===== src/rtl/dalu_seq_if.sv =====
// dalu_seq request/result bundle.
// Master issues start/op/operands; slave returns busy/done/results.
interface dalu_seq_if #(
  parameter int WIDTH = 16
);
  logic             start;
  logic [7:0]       op;
  logic [WIDTH-1:0] a;
  logic [WIDTH-1:0] b;
  logic             cf;
  logic             busy;
  logic             done;
  logic [WIDTH-1:0] acc;
  logic [WIDTH-1:0] c;
  logic             c_flag;
  logic             z_flag;
  logic             o_flag;
  logic             dz_flag;

  modport master (
    output start, op, a, b, cf,
    input  busy, done, acc, c,
    input  c_flag, z_flag, o_flag, dz_flag
  );

  modport slave (
    input  start, op, a, b, cf,
    output busy, done, acc, c,
    output c_flag, z_flag, o_flag, dz_flag
  );
endinterface


===== src/rtl/dalu_seq.sv =====
// Multi-cycle execute ALU: 1-cycle add/sub/cmp,
// iterative shift-add multiply and restoring divide.
module dalu_seq #(
  parameter int WIDTH = 16,
  parameter int CW    = $clog2(WIDTH + 1)
) (
  input  logic     clk,
  input  logic     rst_n,
  dalu_seq_if.slave bus
);
  localparam logic [7:0] OP_ADD = 8'h1;
  localparam logic [7:0] OP_ADC = 8'h2;
  localparam logic [7:0] OP_SUB = 8'h3;
  localparam logic [7:0] OP_SUC = 8'h4;
  localparam logic [7:0] OP_MUL = 8'h5;
  localparam logic [7:0] OP_DIV = 8'h7;
  localparam logic [7:0] OP_CMP = 8'h9;

  typedef enum logic [1:0] {
    IDLE,
    ITER,
    FIN
  } state_e;

  state_e           state_q, state_d;
  logic [CW-1:0]    cnt_q, cnt_d;
  logic             div_q, div_d;
  logic [WIDTH-1:0] a_q, a_d;
  logic [WIDTH-1:0] b_q, b_d;
  logic [WIDTH-1:0] hi_q, hi_d;
  logic [WIDTH-1:0] lo_q, lo_d;
  logic [WIDTH-1:0] acc_q, acc_d;
  logic [WIDTH-1:0] c_q, c_d;
  logic             cfl_q, cfl_d;
  logic             zf_q, zf_d;
  logic             of_q, of_d;
  logic             dz_q, dz_d;
  logic             done_q, done_d;

  logic             is_add, is_sub, is_cin;
  logic             is_mul, is_div, is_cmp;
  logic [WIDTH:0]   ea, eb, cin;
  logic [WIDTH:0]   as_sum;
  logic [WIDTH:0]   mul_sum;
  logic [WIDTH:0]   div_r, div_t;

  assign is_add = (bus.op == OP_ADD) || (bus.op == OP_ADC);
  assign is_sub = (bus.op == OP_SUB) || (bus.op == OP_SUC);
  assign is_cin = (bus.op == OP_ADC) || (bus.op == OP_SUC);
  assign is_mul = (bus.op == OP_MUL);
  assign is_div = (bus.op == OP_DIV);
  assign is_cmp = (bus.op == OP_CMP);

  assign ea  = {bus.a[WIDTH-1], bus.a};
  assign eb  = {bus.b[WIDTH-1], bus.b};
  assign cin = {{WIDTH{1'b0}}, bus.cf & is_cin};

  assign as_sum = is_sub ? (ea - eb - cin)
                         : (ea + eb + cin);

  // Shared hi/lo pair: product accumulator or remainder/quotient.
  assign mul_sum = {1'b0, hi_q}
                 + (lo_q[0] ? {1'b0, b_q} : '0);
  assign div_r   = {hi_q, lo_q[WIDTH-1]};
  assign div_t   = div_r - {1'b0, b_q};

  always_comb begin
    state_d = state_q;
    cnt_d   = cnt_q;
    div_d   = div_q;
    a_d     = a_q;
    b_d     = b_q;
    hi_d    = hi_q;
    lo_d    = lo_q;
    acc_d   = acc_q;
    c_d     = c_q;
    cfl_d   = cfl_q;
    zf_d    = zf_q;
    of_d    = of_q;
    dz_d    = dz_q;
    done_d  = 1'b0;
    unique case (state_q)
      IDLE: begin
        if (bus.start) begin
          unique case (1'b1)
            is_add, is_sub: begin
              acc_d  = as_sum[WIDTH-1:0];
              cfl_d  = as_sum[WIDTH];
              of_d   = as_sum[WIDTH] ^ as_sum[WIDTH-1];
              zf_d   = (as_sum[WIDTH-1:0] == '0);
              done_d = 1'b1;
            end
            is_cmp: begin
              zf_d   = (bus.a == bus.b);
              cfl_d  = (bus.a <  bus.b);
              of_d   = (bus.a >  bus.b);
              done_d = 1'b1;
            end
            is_mul, is_div: begin
              a_d     = bus.a;
              b_d     = bus.b;
              div_d   = is_div;
              hi_d    = '0;
              lo_d    = bus.a;
              cnt_d   = '0;
              state_d = ITER;
            end
            default: done_d = 1'b1;
          endcase
        end
      end
      ITER: begin
        if (div_q) begin
          hi_d = div_t[WIDTH] ? div_r[WIDTH-1:0]
                              : div_t[WIDTH-1:0];
          lo_d = {lo_q[WIDTH-2:0], ~div_t[WIDTH]};
        end else begin
          hi_d = mul_sum[WIDTH:1];
          lo_d = {mul_sum[0], lo_q[WIDTH-1:1]};
        end
        cnt_d = cnt_q + CW'(1);
        if (cnt_q == CW'(WIDTH - 1)) begin
          state_d = FIN;
        end
      end
      FIN: begin
        state_d = IDLE;
        done_d  = 1'b1;
        if (!div_q) begin
          acc_d = lo_q;
          c_d   = hi_q;
          zf_d  = ({hi_q, lo_q} == '0);
        end else if (b_q == '0) begin
          acc_d = '1;
          c_d   = a_q;
          dz_d  = 1'b1;
          zf_d  = 1'b0;
        end else begin
          acc_d = lo_q;
          c_d   = hi_q;
          dz_d  = 1'b0;
          zf_d  = (lo_q == '0);
        end
      end
      default: state_d = IDLE;
    endcase
  end

  always_ff @(posedge clk) begin
    if (!rst_n) begin
      state_q <= IDLE;
      cnt_q   <= '0;
      div_q   <= 1'b0;
      a_q     <= '0;
      b_q     <= '0;
      hi_q    <= '0;
      lo_q    <= '0;
      acc_q   <= '0;
      c_q     <= '0;
      cfl_q   <= 1'b0;
      zf_q    <= 1'b0;
      of_q    <= 1'b0;
      dz_q    <= 1'b0;
      done_q  <= 1'b0;
    end else begin
      state_q <= state_d;
      cnt_q   <= cnt_d;
      div_q   <= div_d;
      a_q     <= a_d;
      b_q     <= b_d;
      hi_q    <= hi_d;
      lo_q    <= lo_d;
      acc_q   <= acc_d;
      c_q     <= c_d;
      cfl_q   <= cfl_d;
      zf_q    <= zf_d;
      of_q    <= of_d;
      dz_q    <= dz_d;
      done_q  <= done_d;
    end
  end

  assign bus.busy    = (state_q != IDLE);
  assign bus.done    = done_q;
  assign bus.acc     = acc_q;
  assign bus.c       = c_q;
  assign bus.c_flag  = cfl_q;
  assign bus.z_flag  = zf_q;
  assign bus.o_flag  = of_q;
  assign bus.dz_flag = dz_q;
endmodule


===== src/flat_wrapper.sv =====
// flat-port wrapper written by rule: the top's interface ports become plain ports
module dalu_seq_flat 
#(
  parameter int WIDTH = 16,
  parameter int CW    = $clog2(WIDTH + 1)
)
  (clk, rst_n, bus_start, bus_op, bus_a, bus_b, bus_cf, bus_busy, bus_done, bus_acc, bus_c, bus_c_flag, bus_z_flag, bus_o_flag, bus_dz_flag);
  dalu_seq_if #(.WIDTH(WIDTH)) bus_i ();
  input  logic clk;
  input  logic rst_n;
  input wire logic [$bits(bus_i.start)-1:0] bus_start;
  input wire logic [$bits(bus_i.op)-1:0] bus_op;
  input wire logic [$bits(bus_i.a)-1:0] bus_a;
  input wire logic [$bits(bus_i.b)-1:0] bus_b;
  input wire logic [$bits(bus_i.cf)-1:0] bus_cf;
  output wire logic [$bits(bus_i.busy)-1:0] bus_busy;
  output wire logic [$bits(bus_i.done)-1:0] bus_done;
  output wire logic [$bits(bus_i.acc)-1:0] bus_acc;
  output wire logic [$bits(bus_i.c)-1:0] bus_c;
  output wire logic [$bits(bus_i.c_flag)-1:0] bus_c_flag;
  output wire logic [$bits(bus_i.z_flag)-1:0] bus_z_flag;
  output wire logic [$bits(bus_i.o_flag)-1:0] bus_o_flag;
  output wire logic [$bits(bus_i.dz_flag)-1:0] bus_dz_flag;
  assign bus_i.start = bus_start;
  assign bus_i.op = bus_op;
  assign bus_i.a = bus_a;
  assign bus_i.b = bus_b;
  assign bus_i.cf = bus_cf;
  assign bus_busy = bus_i.busy;
  assign bus_done = bus_i.done;
  assign bus_acc = bus_i.acc;
  assign bus_c = bus_i.c;
  assign bus_c_flag = bus_i.c_flag;
  assign bus_z_flag = bus_i.z_flag;
  assign bus_o_flag = bus_i.o_flag;
  assign bus_dz_flag = bus_i.dz_flag;
  dalu_seq #(.WIDTH(WIDTH), .CW(CW)) u_core (.clk(clk), .rst_n(rst_n), .bus(bus_i));
endmodule

===== config.mk =====
export PLATFORM = sky130hd
export DESIGN_NAME = dalu_seq_flat
export DESIGN_NICKNAME = d
export VERILOG_FILES = /design/src/rtl/dalu_seq_if.sv /design/src/rtl/dalu_seq.sv /design/src/flat_wrapper.sv
export SDC_FILE = /design/constraint.sdc
export NUM_CORES = 1
export LEC_CHECK = 0
export BUFFER_PORTS_ARGS = -buffer_cell sky130_fd_sc_hd__buf_2
export CAP_MARGIN = 0
export CORE_ASPECT_RATIO = 0.7
export CORE_MARGIN = 3
export CORE_UTILIZATION = 55
export CTS_CLUSTER_DIAMETER = 120
export DETAILED_ROUTE_END_ITERATION = 8
export PLACE_DENSITY = 0.83
export SYNTH_ARGS = -nofsm -noshare
export SYNTH_HDL_FRONTEND = slang
export SYNTH_SLANG_ARGS = --single-unit

===== constraint.sdc =====
create_clock -name clk -period 7.03 [get_ports clk]
set_clock_uncertainty 0.1 [all_clocks]
set_input_delay 1.0545 -clock clk [delete_from_list [all_inputs] [get_ports clk]]
set_output_delay 1.0545 -clock clk [all_outputs]
set_load 0.05 [all_outputs]

Yosys cells after proc, flatten, opt, wreduce, memory -nomap -nowiden:

Cells that the tools add are included.

* output and inout port bits: 38
* word-level logic and storage cells: 99
* register bits after elaboration: 109
* bits of input ports: 44

* eq/ne operators: 16
* $add $sub $neg: 7
* order comparisons: 2
* reductions and logical operators: 21
* mux-type cells: 36
* bitwise gates (word level): 3

Operators with widths (count)
* 2-to-1 mux 16 bit: 14
* case mux 16 bit (2 select lines): 3
* zero test 16 bit: 3
* zero test 32 bit: 1
* == test 8 x 3 -> 1 bit (second input constant): 3
* AND reduction 3 bit: 6
* adder 16 x 16 -> 17 bit: 1
* adder 16 x 17 -> 17 bit: 1
* adder 17 x 1 -> 17 bit: 1
* 2-to-1 mux 17 bit: 1
* subtractor 16 x 16 -> 17 bit: 1
* subtractor 17 x 1 -> 17 bit: 1
* subtractor 17 x 16 -> 17 bit: 1
* == test 16 bit: 1
* == test 8 x 2 -> 1 bit (second input constant): 2
* greater-than comparator 16 bit: 1
* < comparator 16 bit: 1
* 2-to-1 mux 5 bit: 2
* case mux 1 bit (2 select lines): 5
* case mux 5 bit (2 select lines): 1
* == test 8 x 1 -> 1 bit (second input constant): 1
* == test 8 x 4 -> 1 bit (second input constant): 1
* nonzero test 2 bit: 4
* 2-to-1 mux 1 bit: 6
* other kinds (16): 23

Logic depth before layout (Yosys ltp):

Gate-level depths: netlist of the first run.

* depth in word-level cells: 9
* gate-level depth with buffers: 16
* gate-level depth less buffers: 16

Worst setup path after synthesis of the first run:

Ideal clock, no wire load.

* path type: in2reg
* start: in bus_op[5]
* end: reg u_core.zf_q, in the netlist u_core.bus.z_flag
* library setup time: 0.087 ns
* required time: 6.843 ns
* setup slack: 2.832 ns
* path buffers: 0
* arrival: 4.011 ns
* cell stages on the path: 14
* cell sequence: nor4_2 -> and2_1 -> nand4b_1 -> fa_1 -> fa_1 -> nor2_1 -> o221ai_1 -> a2111oi_2 -> nor2_1 -> xnor2_1 -> mux2i_1 -> nor3_1 -> nand4_1 -> o31ai_1

* cells in the longest elaborated chain, start to end: 9
* elaborated cells between the ends (all ways): 19
* classes of those cells: 2 x add/sub; 6 x eq/ne; 4 x mux; 1 x bitwise; 6 x reduce/logical

RTL lines
* start: declaration: line flat_wrapper.sv:12 `input wire logic [$bits(bus_i.op)-1:0] bus_op;`
* == test 8 x 2 -> 1 bit / == test 8 x 3 -> 1 bit (equally long branches): line dalu_seq.sv:47, dalu_seq.sv:49, dalu_seq.sv:48
* logical OR 1 bit: line dalu_seq.sv:49 `assign is_cin = (bus.op == OP_ADC) || (bus.op == OP_SUC);`
* bitwise AND 1 bit: line dalu_seq.sv:56 `assign cin = {{WIDTH{1'b0}}, bus.cf & is_cin};`
* adder 17 x 1 -> 17 bit / subtractor 17 x 1 -> 17 bit (equally long branches): line dalu_seq.sv:59, dalu_seq.sv:58
* 2-to-1 mux 17 bit: line dalu_seq.sv:58 `assign as_sum = is_sub ? (ea - eb - cin)`
* zero test 16 bit: line dalu_seq.sv:90 `zf_d = (as_sum[WIDTH-1:0] == '0);`
* case mux 1 bit (2 select lines): line dalu_seq.sv:85 `unique case (1'b1)`
* 2-to-1 mux 1 bit: line dalu_seq.sv:84 `if (bus.start) begin`
* case mux 1 bit (2 select lines): line dalu_seq.sv:82 `unique case (state_q)`
* end signal: assignment: line dalu_seq.sv:176 `zf_q <= zf_d;`
* end: declaration: line dalu_seq.sv:35 `logic zf_q, zf_d;`

Parallel ways exist; a longest one is shown, timed or not. The select of a mux whose other input is x is not followed.
A chain may end at the register's enable or synchronous reset.

Final worst setup path of the first run:

* start: in bus_op[5]
* end: reg u_core.of_q, in the netlist u_core.bus.o_flag

* cells in the longest elaborated chain, start to end: 7
* elaborated cells between the ends (all ways): 17
* classes of those cells: 2 x add/sub; 5 x eq/ne; 2 x mux; 2 x bitwise; 6 x reduce/logical

RTL lines
* == test 8 x 2 -> 1 bit / == test 8 x 3 -> 1 bit (equally long branches): line dalu_seq.sv:47, dalu_seq.sv:49, dalu_seq.sv:48
* logical OR 1 bit: line dalu_seq.sv:49
* bitwise AND 1 bit: line dalu_seq.sv:56
* adder 17 x 1 -> 17 bit / subtractor 17 x 1 -> 17 bit (equally long branches): line dalu_seq.sv:59, dalu_seq.sv:58
* 2-to-1 mux 17 bit: line dalu_seq.sv:58
* bitwise XOR 1 bit: line dalu_seq.sv:89 `of_d = as_sum[WIDTH] ^ as_sum[WIDTH-1];`
* case mux 1 bit (2 select lines): line dalu_seq.sv:85
* end signal: assignment: line dalu_seq.sv:162 `of_q <= 1'b0;`
* end signal: assignment: line dalu_seq.sv:177 `of_q <= of_d;`
* end: declaration: line dalu_seq.sv:36 `logic of_q, of_d;`

Parallel ways exist; a longest one is shown, timed or not.

==> results.yml, run 1 <==
outcome:
  status: "finished clean"
die:
  die_h_um: 112
  die_x_um: 158
  start_util: 0.566
  fp-row-count: 38
  dieArea_mm2: 0.0177
  top_level_ports: 82
  coreArea_mm2: 0.0156
setup_path:
  critPathLaunchType: "input pin"
  slowest_stage: "fa_1"
  critPathBufInv: 2
  required_ns: 7.22
  cpPeakStageDelay_ns: 0.60
  worstRegToRegCells: 12
  reg2reg_slack_ns: 3.29
  cp-end-kind: "register"
  cp_max_fo: 4
  worstSetupPathType: "in -> reg"
  startpoint: "bus_op[5]"
  cp.arrival_ns: 4.73
  critPathTopFamily: "simple AND/OR/NAND/NOR gates"
  r2r_end: "u_core.hi_q[13]"
  path_common_cell: "o211ai_1"
  r2r_start: "u_core.lo_q[0]"
  crit_chain: "buf_2 > nor4_2 > and2_1 > nand4b_1 > fa_1 > inv_1 > ha_1 > o211ai_1 > o211ai_1 > a21boi_0 > o21ai_0 > nand3_1 > nand4_2 > or4b_4 > o211ai_2"
global_route:
  grt.total_usage: 0.289
  grt_pass1_wl_mm: 41.0
  overflow: 0
  antenna_found_initial: 0
  use_met2: 0.392
  grt_max_degree: 91
  grtUsageMet1: 0.454
  busiest_layer: "met1"
  grt.met3_usage: 0.0852
  grt_pass1_vias: 7636
sta:
  setup_viol: 0
  worst_hold_slack_ns: 0.364
  relSlewSlack: 0.152
  rsz0062_at_grt: "false"
  setup_tns_ns: 0
  worst_pin_slew_ns: 1.27
  finalCriticalPeriod_ns: 4.55
  period_share: 0.647
  hold_viol: 0
  timing.fmax_ghz: 0.220
  drv_slew: 0
pwr:
  p_per_area_mw_per_mm2: 152
  vdd_drop_max_mv: 0.119
  p_leak_uw: 0.00422
  power_uw: 1480
routing:
  detail-route-antenna-nets: 0
  post_drt_wl_per_cell_um: 19.0
  viasPerCell: 6.21
  detail_route.iter0.violations: 1050
  drt_drc_violations_left: 0
  dr.pass1.iters: 9
  vias: 8518
  drt_wl_total_mm: 26.0
finish:
  final_cells: 1371
  layout-drive-gt1-share: 0.130
  nets: 1310
  fin_util: 0.619
  diodes: 0
  area_delta_synth_final_pct: 9.45
place:
  post-dp-hpwl_mm: 20.1
  place_congestion: 1.05
  portBuffers: 81
  dp.cells: 1355
synthesis:
  synth_ff_type: "dfxtp_1"
  synth_area_per_cell_um2: 7.92
  synth_top_area_frac: 0.247
  ys_ff_latch: 109
  synthCells: 1117
  syn_nets: 1261
  async_reset_ff_frac: 0
  synth.cell_area_mm2: 0.00885
  ys_types: 86
  synth-seq-area-share: 0.247
  synth_warnings: 0
  yosys-top-cells-area: "dfxtp_1, ha_1, nand2_1, a21oi_1, mux2i_1"
  yosys.area.top_type: "dfxtp_1"
  synth-edff-count: 0
hold_path:
  min-delay-start: "u_core.a_q[4]"
  hold_depth: 2
  hold_end: "u_core.a_q[4]"
  hold_class: "reg -> reg"
cts:
  cts_tree: "yes"
  cts_sinks: 109
  path_clk_slew_ns: 0.08
  cts_root_buf: "clkbuf_16"
  cts.path.max_buffers: 2
  cts_setup_buffers: 0
  h-tree-depth: 3
  cts_buffers: 9
  worstSkewPairLatency_ns: 0.36
  ctsHoldBuffers: 0
  cts_resized: 0
run:
  maxCapViolCount: 0
==> layout make-up <==
class                      instances  area [um^2]
multi-input combinational        862         6110
fill                            1415         5960
sequential                       109         2180
timing repair buffer              91          480
inverter                          93          349
tap                              200          250
clock buffer                       9          225
clock inverter                     7         81.3
==> tightest hold or removal path: stages (launching register included) <==
cell and delay [ns]:
dfxtp_1 0.32, nand2_1 0.05, a21oi_1 0.05
==> layer usage <==
metal  vias up  wire, um
met5         -         0
met3        29      3060
li1       4075         -
met1      3999     12500
met2       415     10300
met4         0       253
==> how the worst max path moves through the flow <==
stage	cells past startpoint	slack, ns	to
after floorplan	14	2.83	u_core.bus.z_flag
after global placement	15	2.34	u_core.bus.o_flag
after detailed placement	15	2.26	u_core.bus.o_flag
after CTS	15	2.61	u_core.bus.o_flag
after global routing	15	2.28	u_core.bus.z_flag
final	15	2.48	u_core.bus.o_flag
==> Yosys cell counts (15+ instances only) <==
master,n
ha_1,94
inv_1,92
xnor2_1,31
clkbuf_1,39
mux2i_1,39
nand2_1,120
nor2_1,86
and2_1,18
dfxtp_1,109
nor3_1,24
a31oi_1,19
nor2b_1,15
xor2_1,21
a21oi_1,89
a211oi_1,29
o21ai_0,56
==> flip-flops by register name, summed over array words and instances (netlist names) <==
signal,flops
u_core.a_q,16
u_core.b_q,16
u_core.bus.acc,16
u_core.bus.c,16
u_core.bus.c_flag,1
u_core.bus.done,1
u_core.bus.dz_flag,1
u_core.bus.o_flag,1
u_core.bus.z_flag,1
u_core.cnt_q,5
u_core.div_q,1
u_core.hi_q,16
u_core.lo_q,16
u_core.state_q,2
==> power by group <==
part	switching (uW)	leakage (uW)	internal (uW)	total [uW]
registers	1.59	0.000878	618	620
logic	196	0.00319	122	318
clock network	280	0.000151	258	538
==> stage by stage <==
stage,worst slack (ns),instance area (um^2)
6_report,2.48,9680
5_1_grt,2.28,9680
4_1_cts,2.61,9680
3_5_place_dp,2.26,9380
3_3_place_gp,2.34,9380
2_1_floorplan,2.83,8850
==> layout by cell type, fill, tap and decap left out, types with 5 or more instances in the layout <==
cell,n
dfxtp_1,109
nor2b_1,14
nand2b_1,11
nand2_1,120
buf_4,10
or2_2,5
mux2_2,14
and2_1,18
a211o_1,5
nand4_1,9
nor4_1,11
nand3_1,10
o21ai_0,56
clkbuf_16,9
a21oi_1,89
o21bai_1,8
mux2i_1,39
a222oi_1,13
or3_1,7
xor2_1,21
o21a_1,13
nor3_1,23
fa_1,6
a21o_1,14
and3_1,6
nor2_1,86
a31oi_1,19
a22oi_1,11
o211ai_1,9
ha_1,94
buf_2,81
xnor2_1,31
inv_1,92
a211oi_1,29
==> kinds of logic (layout without fill, tap and decap cells) <==
family | Yosys count | in the layout | synth area share
DFF | 109 | 109 | 0.247
and+or+nand+nor | 343 | 343 | 0.189
adders and majority gates | 100 | 100 | 0.147
buffers and inverters | 146 | 200 | 0.0645
muxes | 54 | 54 | 0.0632
AOI/OAI and AO/OA | 313 | 313 | 0.239
xor gates and xnor gates | 52 | 52 | 0.0515
Note: power is estimated with default switching activity, not from simulation.
==> inputs of run 2 (changes only) <==
ABC_AREA = 1   (was default)
PLACE_DENSITY = 0.82   (was 0.83)
clock period = 4.6 ns   (was 7.03 ns; I/O delays follow)
==> results.yml, run 2 <==
routing:
  vias: 10300
  post_drt_wl_per_cell_um: 17.4
  dr.pass1.iters: 6
  top_layer: "met4"
  wl_met3_mm: 4.51
  drt_wl_total_mm: 30.9
  met2_length_mm: 11.6
  viasPerCell: 5.82
  wl_met1_mm: 14.5
  drt_drc_violations_left: 0
  detail_route.iter0.violations: 1416
  detail-route-antenna-nets: 0
cts:
  cts_setup_buffers: 0
  path_clk_slew_ns: 0.07
  cts_root_buf: "clkbuf_16"
  worstSkewPairLatency_ns: 0.36
  cts_tree: "yes"
  cts_buffers: 9
  cts_resized: 0
  ctsHoldBuffers: 0
  cts.path.max_buffers: 2
  cts_sinks: 109
  h-tree-depth: 3
sta:
  rsz0062_at_grt: "false"
  finalCriticalPeriod_ns: 3.76
  worst_pin_slew_ns: 1.15
  drv_slew: 0
  setup_tns_ns: 0
  period_share: 0.817
  setup_viol: 0
  relSlewSlack: 0.233
  timing.fmax_ghz: 0.266
  hold_viol: 0
place:
  portBuffers: 81
  post-dp-hpwl_mm: 24.5
  place_congestion: 1.03
  placedInstanceArea_mm2: 0.00995
setup_path:
  cp-end-kind: "register"
  critPathLaunchType: "input pin"
  worstSetupPathType: "in -> reg"
  reg2reg_slack_ns: 1.30
  cp_max_fo: 7
  worstRegToRegCells: 14
  required_ns: 4.81
  r2r_end: "u_core.hi_q[1]"
  r2r_start: "u_core.lo_q[15]"
  startpoint: "bus_op[7]"
  cp.arrival_ns: 3.97
  crit_end: "u_core.bus.z_flag"
synthesis:
  synth_common_cells: "nand2_1, inv_1, dfxtp_1, a21oi_1, nand3_1"
  synth_top_area_frac: 0.232
  ys_types: 50
  synth-edff-count: 0
  synth_area_per_cell_um2: 6.32
  synth_warnings: 0
  yosys.area.top_type: "dfxtp_1"
  synth.cell_area_mm2: 0.00942
  syn_nets: 1634
  synthCells: 1490
  ys_ff_latch: 109
  post-synth-top-count-cell: "nand2_1"
  synth-seq-area-share: 0.232
  yosys-top-cells-area: "dfxtp_1, nand2_1, ha_1, inv_1, a21oi_1"
  async_reset_ff_frac: 0
  synth_ff_type: "dfxtp_1"
finish:
  design_area_mm2: 0.0103
  layout-drive-gt1-share: 0.0852
  area_delta_synth_final_pct: 9.21
  final_common_cell: "nand2_1"
  nets: 1689
  fin_util: 0.622
  final_cell_mix: "nand2_1, inv_1, dfxtp_1"
  diodes: 0
global_route:
  grt_pass1_wl_mm: 48.7
  grt_max_degree: 56
  grt_pass1_vias: 9103
  overflow: 0
  grt.total_usage: 0.327
  antenna_found_initial: 0
die:
  dieArea_mm2: 0.0188
  start_util: 0.569
  coreArea_mm2: 0.0165
  die_x_um: 162
  fp-row-count: 39
  top_level_ports: 82
  die_h_um: 115
pwr:
  p_per_area_mw_per_mm2: 301
  vdd_drop_max_mv: 0.212
  p_leak_uw: 0.00536
outcome:
  status: "finished clean"
hold_path:
  hold_depth: 2
  hold_class: "reg -> reg"
run:
  maxCapViolCount: 0
[run 2: cell count changes in the layout (fill, tap and decap cells not counted), moves of 24 or more]
cell	previous run	this run
a211oi_1	29	5
inv_1	92	270
mux2i_1	39	0
nand2_1	120	369
nand3_1	10	101
o22ai_1	1	35
[run 2: layer usage]
metal / up-vias / track usage
met5: - / 0
met4: 0 / 0.0432
met3: 42 / 0.100
met2: 634 / 0.445
met1: 4664 / 0.514
li1: 4988 / -
[run 2: layout make-up]
| class | instances | area (um^2) |
|---|---|---|
| fill | 1600 | 6260 |
| multi-input combinational | 1059 | 5980 |
| sequential | 109 | 2180 |
| inverter | 276 | 1040 |
| timing repair buffer | 90 | 473 |
| tap | 225 | 282 |
| clock buffer | 10 | 229 |
| clock inverter | 6 | 105 |
[run 2: logic make-up (layout without fill, tap and decap cells)]
kind of cell,Yosys count,count (layout),synth area share
adder cells (fa/ha/maj),100,100,0.138
flip-flops,109,109,0.232
AND/OR/NAND/NOR,627,627,0.284
AO/OA/AOI/OAI,312,312,0.194
buffers and inverters,322,382,0.134
XOR/XNOR,20,20,0.0186
[run 2: worst min-delay path by stage]
stage | start | to | slack, ns
5_1_grt | u_core.a_q[12] | u_core.bus.c[12] | 0.38
3_5_place_dp | u_core.a_q[13] | u_core.bus.c[13] | 0.35
6_report | u_core.a_q[12] | u_core.bus.c[12] | 0.36
4_1_cts | u_core.a_q[13] | u_core.bus.c[13] | 0.36
2_1_floorplan | u_core.a_q[12] | u_core.bus.c[12] | 0.33
3_3_place_gp | u_core.a_q[14] | u_core.bus.c[14] | 0.34
[run 2: where the power goes]
| group | switching, uW | total, uW | leakage [uW] | internal [uW] |
|---|---|---|---|---|
| clock network | 395 | 885 | 0.000162 | 490 |
| logic | 807 | 1170 | 0.00432 | 364 |
| registers | 48.5 | 1040 | 0.000880 | 996 |
[run 2: worst max-delay path, cell delays in order]
cell,delay (ns)
buf_2,0.10
nor2_1,0.12
nand2_2,0.14
nor3_1,0.15
inv_1,0.08
nor3_1,0.13
o21ai_0,0.17
fa_1,0.46
fa_1,0.41
inv_1,0.09
nand2_1,0.07
nand2_1,0.15
nand3_1,0.14
nand2_1,0.11
nand2_1,0.09
nand2_1,0.12
nand2_1,0.06
nand3_1,0.06
nand2_1,0.08
nor2_1,0.12
nand4_1,0.10
nand2_1,0.08
nand2_1,0.04
nand3_1,0.09
nand2_1,0.07
inv_1,0.05
[run 2: stage by stage]
stage	std cells	hold WS (ns)	total power, uW	worst slack (ns)
2_1_floorplan	1490	0.331	1920	1.19
3_3_place_gp	1759	0.341	2170	0.756
3_5_place_dp	1759	0.355	2190	0.530
4_1_cts	1775	0.364	3060	0.897
5_1_grt	1775	0.383	3270	0.398
6_report	1775	0.364	3100	0.840
==> inputs of run 3 (changes only) <==
PLACE_DENSITY = 0.85   (was 0.82)
clock period = 3.25 ns   (was 4.6 ns; I/O delays follow)
==> results.yml, run 3 (synthesis results as in run 2) <==
outcome:
  status: "finished with violations"
  violations: "negative setup slack"
setup_path:
  critPathLaunchType: "input pin"
  cp-end-kind: "register"
  critPathTopFamily: "simple AND/OR/NAND/NOR gates"
  cp_max_fo: 4
  required_ns: 3.45
  critPathBufInv: 4
  worstRegToRegCells: 16
  crit_chain: "buf_6 > nor2_4 > nand2_2 > nor3_2 > inv_1 > nor3_2 > o21ai_2 > fa_2 > fa_2 > inv_2 > nand2_1 > nand2_2 > nand3_2 > nand3_1 > nand3_1 > nand2_1 > nand2_2 > nor3_4 > nand4_1 > nand2_1 > nand2_1 > nand3_1 > nand2_1 > inv_1"
  cp.arrival_ns: 3.50
  worstSetupPathType: "in -> reg"
  cpPeakStageDelay_ns: 0.41
  path_common_cell: "nand2_1"
  slowest_stage: "fa_2"
  path_depth: 24
pwr:
  p_switching_uw: 1840
  p_int_uw: 2640
  p_clk_frac: 0.241
  vdd_drop_max_mv: 0.376
  power_uw: 4490
  sw_frac_of_total: 0.411
  pwr-share-seq: 0.329
  p_per_area_mw_per_mm2: 405
  p_leak_uw: 0.00578
  comb_power_share: 0.431
global_route:
  antenna_found_initial: 2
  grt.total_usage: 0.341
  grt_pass1_vias: 9367
  grt_pass1_wl_mm: 50.4
  overflow: 0
  grt_max_degree: 56
sta:
  setup_viol: 1
  timing.fmax_ghz: 0.304
  period_share: 1.01
  worst_hold_slack_ns: 0.353
  finalCriticalPeriod_ns: 3.29
  rsz0062_at_grt: "true"
  hold_viol: 0
  relSlewSlack: 0.282
  timing.final.ws_setup_ns: -0.0435
  worst_pin_slew_ns: 1.07
  drv_slew: 0
cts:
  worstSkewPairLatency_ns: 0.36
  cts_root_buf: "clkbuf_16"
  cts_tree: "yes"
  path_clk_slew_ns: 0.08
  cts.path.max_buffers: 2
  cts_buffers: 9
  ctsHoldBuffers: 0
  h-tree-depth: 3
  cts_sinks: 109
finish:
  final_common_cell: "nand2_1"
  area_delta_synth_final_pct: 17.7
  final_cell_mix: "nand2_1, inv_1, dfxtp_1"
  nets: 1775
  fin_util: 0.670
  layout-drive-gt1-share: 0.165
  diodes: 0
die:
  fp-row-count: 39
  die_h_um: 115
  die_x_um: 162
  dieArea_mm2: 0.0188
  coreArea_mm2: 0.0165
  top_level_ports: 82
  start_util: 0.569
routing:
  vias: 10700
  drt_wl_total_mm: 32.4
  drt_drc_violations_left: 0
  post_drt_wl_per_cell_um: 17.4
  dr.pass1.iters: 5
  detail-route-antenna-nets: 0
  viasPerCell: 5.75
  detail_route.iter0.violations: 1402
place:
  pre_cts_ws_ns: -0.418
  post-dp-hpwl_mm: 25.7
  portBuffers: 81
  place_congestion: 1.02
hold_path:
  hold_depth: 3
  hold_class: "in -> reg"
run:
  maxCapViolCount: 0
run 3: repair_timing:
item | 4_1_cts | 5_1_grt
setup endpoints to repair | 1 | 8
resized for setup | 3 | 60
pin swaps | 0 | 35
setup buffers | 0 | 3
run 3: worst paths after layout:
path | from | endpoint | slack [ns]
worst min register to register | u_core.a_q[13] | u_core.bus.c[13] | 0.36
worst min-delay path | bus_a[0] | u_core.a_q[0] | 0.35
worst max register to register | u_core.lo_q[15] | u_core.hi_q[6] | 0.22
worst max-delay path | bus_op[4] | u_core.bus.z_flag | -0.04
run 3: power by group through the flow:
stage                     combinational [uW]  clock, uW  sequential, uW
after floorplan                         1230          0            1490
after global placement                  1770          0            1500
after detailed placement                1800          0            1500
after CTS                               1810       1090            1470
after global routing                    2120       1130            1480
final                                   1930       1080            1470
run 3: metal layers:
metal | wire length [um] | GRT usage | vias to the layer above
li1 | - | - | 5161
met1 | 14800 | 0.527 | 4849
met2 | 12400 | 0.459 | 623
met3 | 4610 | 0.103 | 55
met4 | 558 | 0.0699 | 4
met5 | 89 | 0.0303 | -
run 3: metrics by stage:
step	setup TNS, ns	instance area, um^2	instances
2_1_floorplan	0	9420	1490
3_3_place_gp	-1.42	10600	1842
3_5_place_dp	-2.10	10600	1842
4_1_cts	0	10900	1858
5_1_grt	-0.426	11100	1861
6_report	-0.0435	11100	1861
run 3: worst reg2reg max path: stages, from the launching register on:
cell      delay (ns)
dfxtp_1         0.34
inv_1           0.14
ha_1            0.17
inv_1           0.07
fa_1            0.46
nand3_1         0.11
nand3_2         0.11
a21oi_2         0.21
o21ai_2         0.10
nand3_1         0.13
nand2_1         0.06
nand2_1         0.07
nand2_2         0.19
nor2_1          0.34
nand2_1         0.09
o211ai_1        0.12
a21oi_1         0.08
run 3: layout make-up:
type | instances | area, um^2
well taps | 225 | 282
clock inverters | 6 | 43.8
multi-input cells | 1059 | 6160
fillers | 1529 | 5460
clock buffers | 10 | 239
inverters | 276 | 1040
flip-flops and latches | 109 | 2180
repair buffers | 176 | 1140
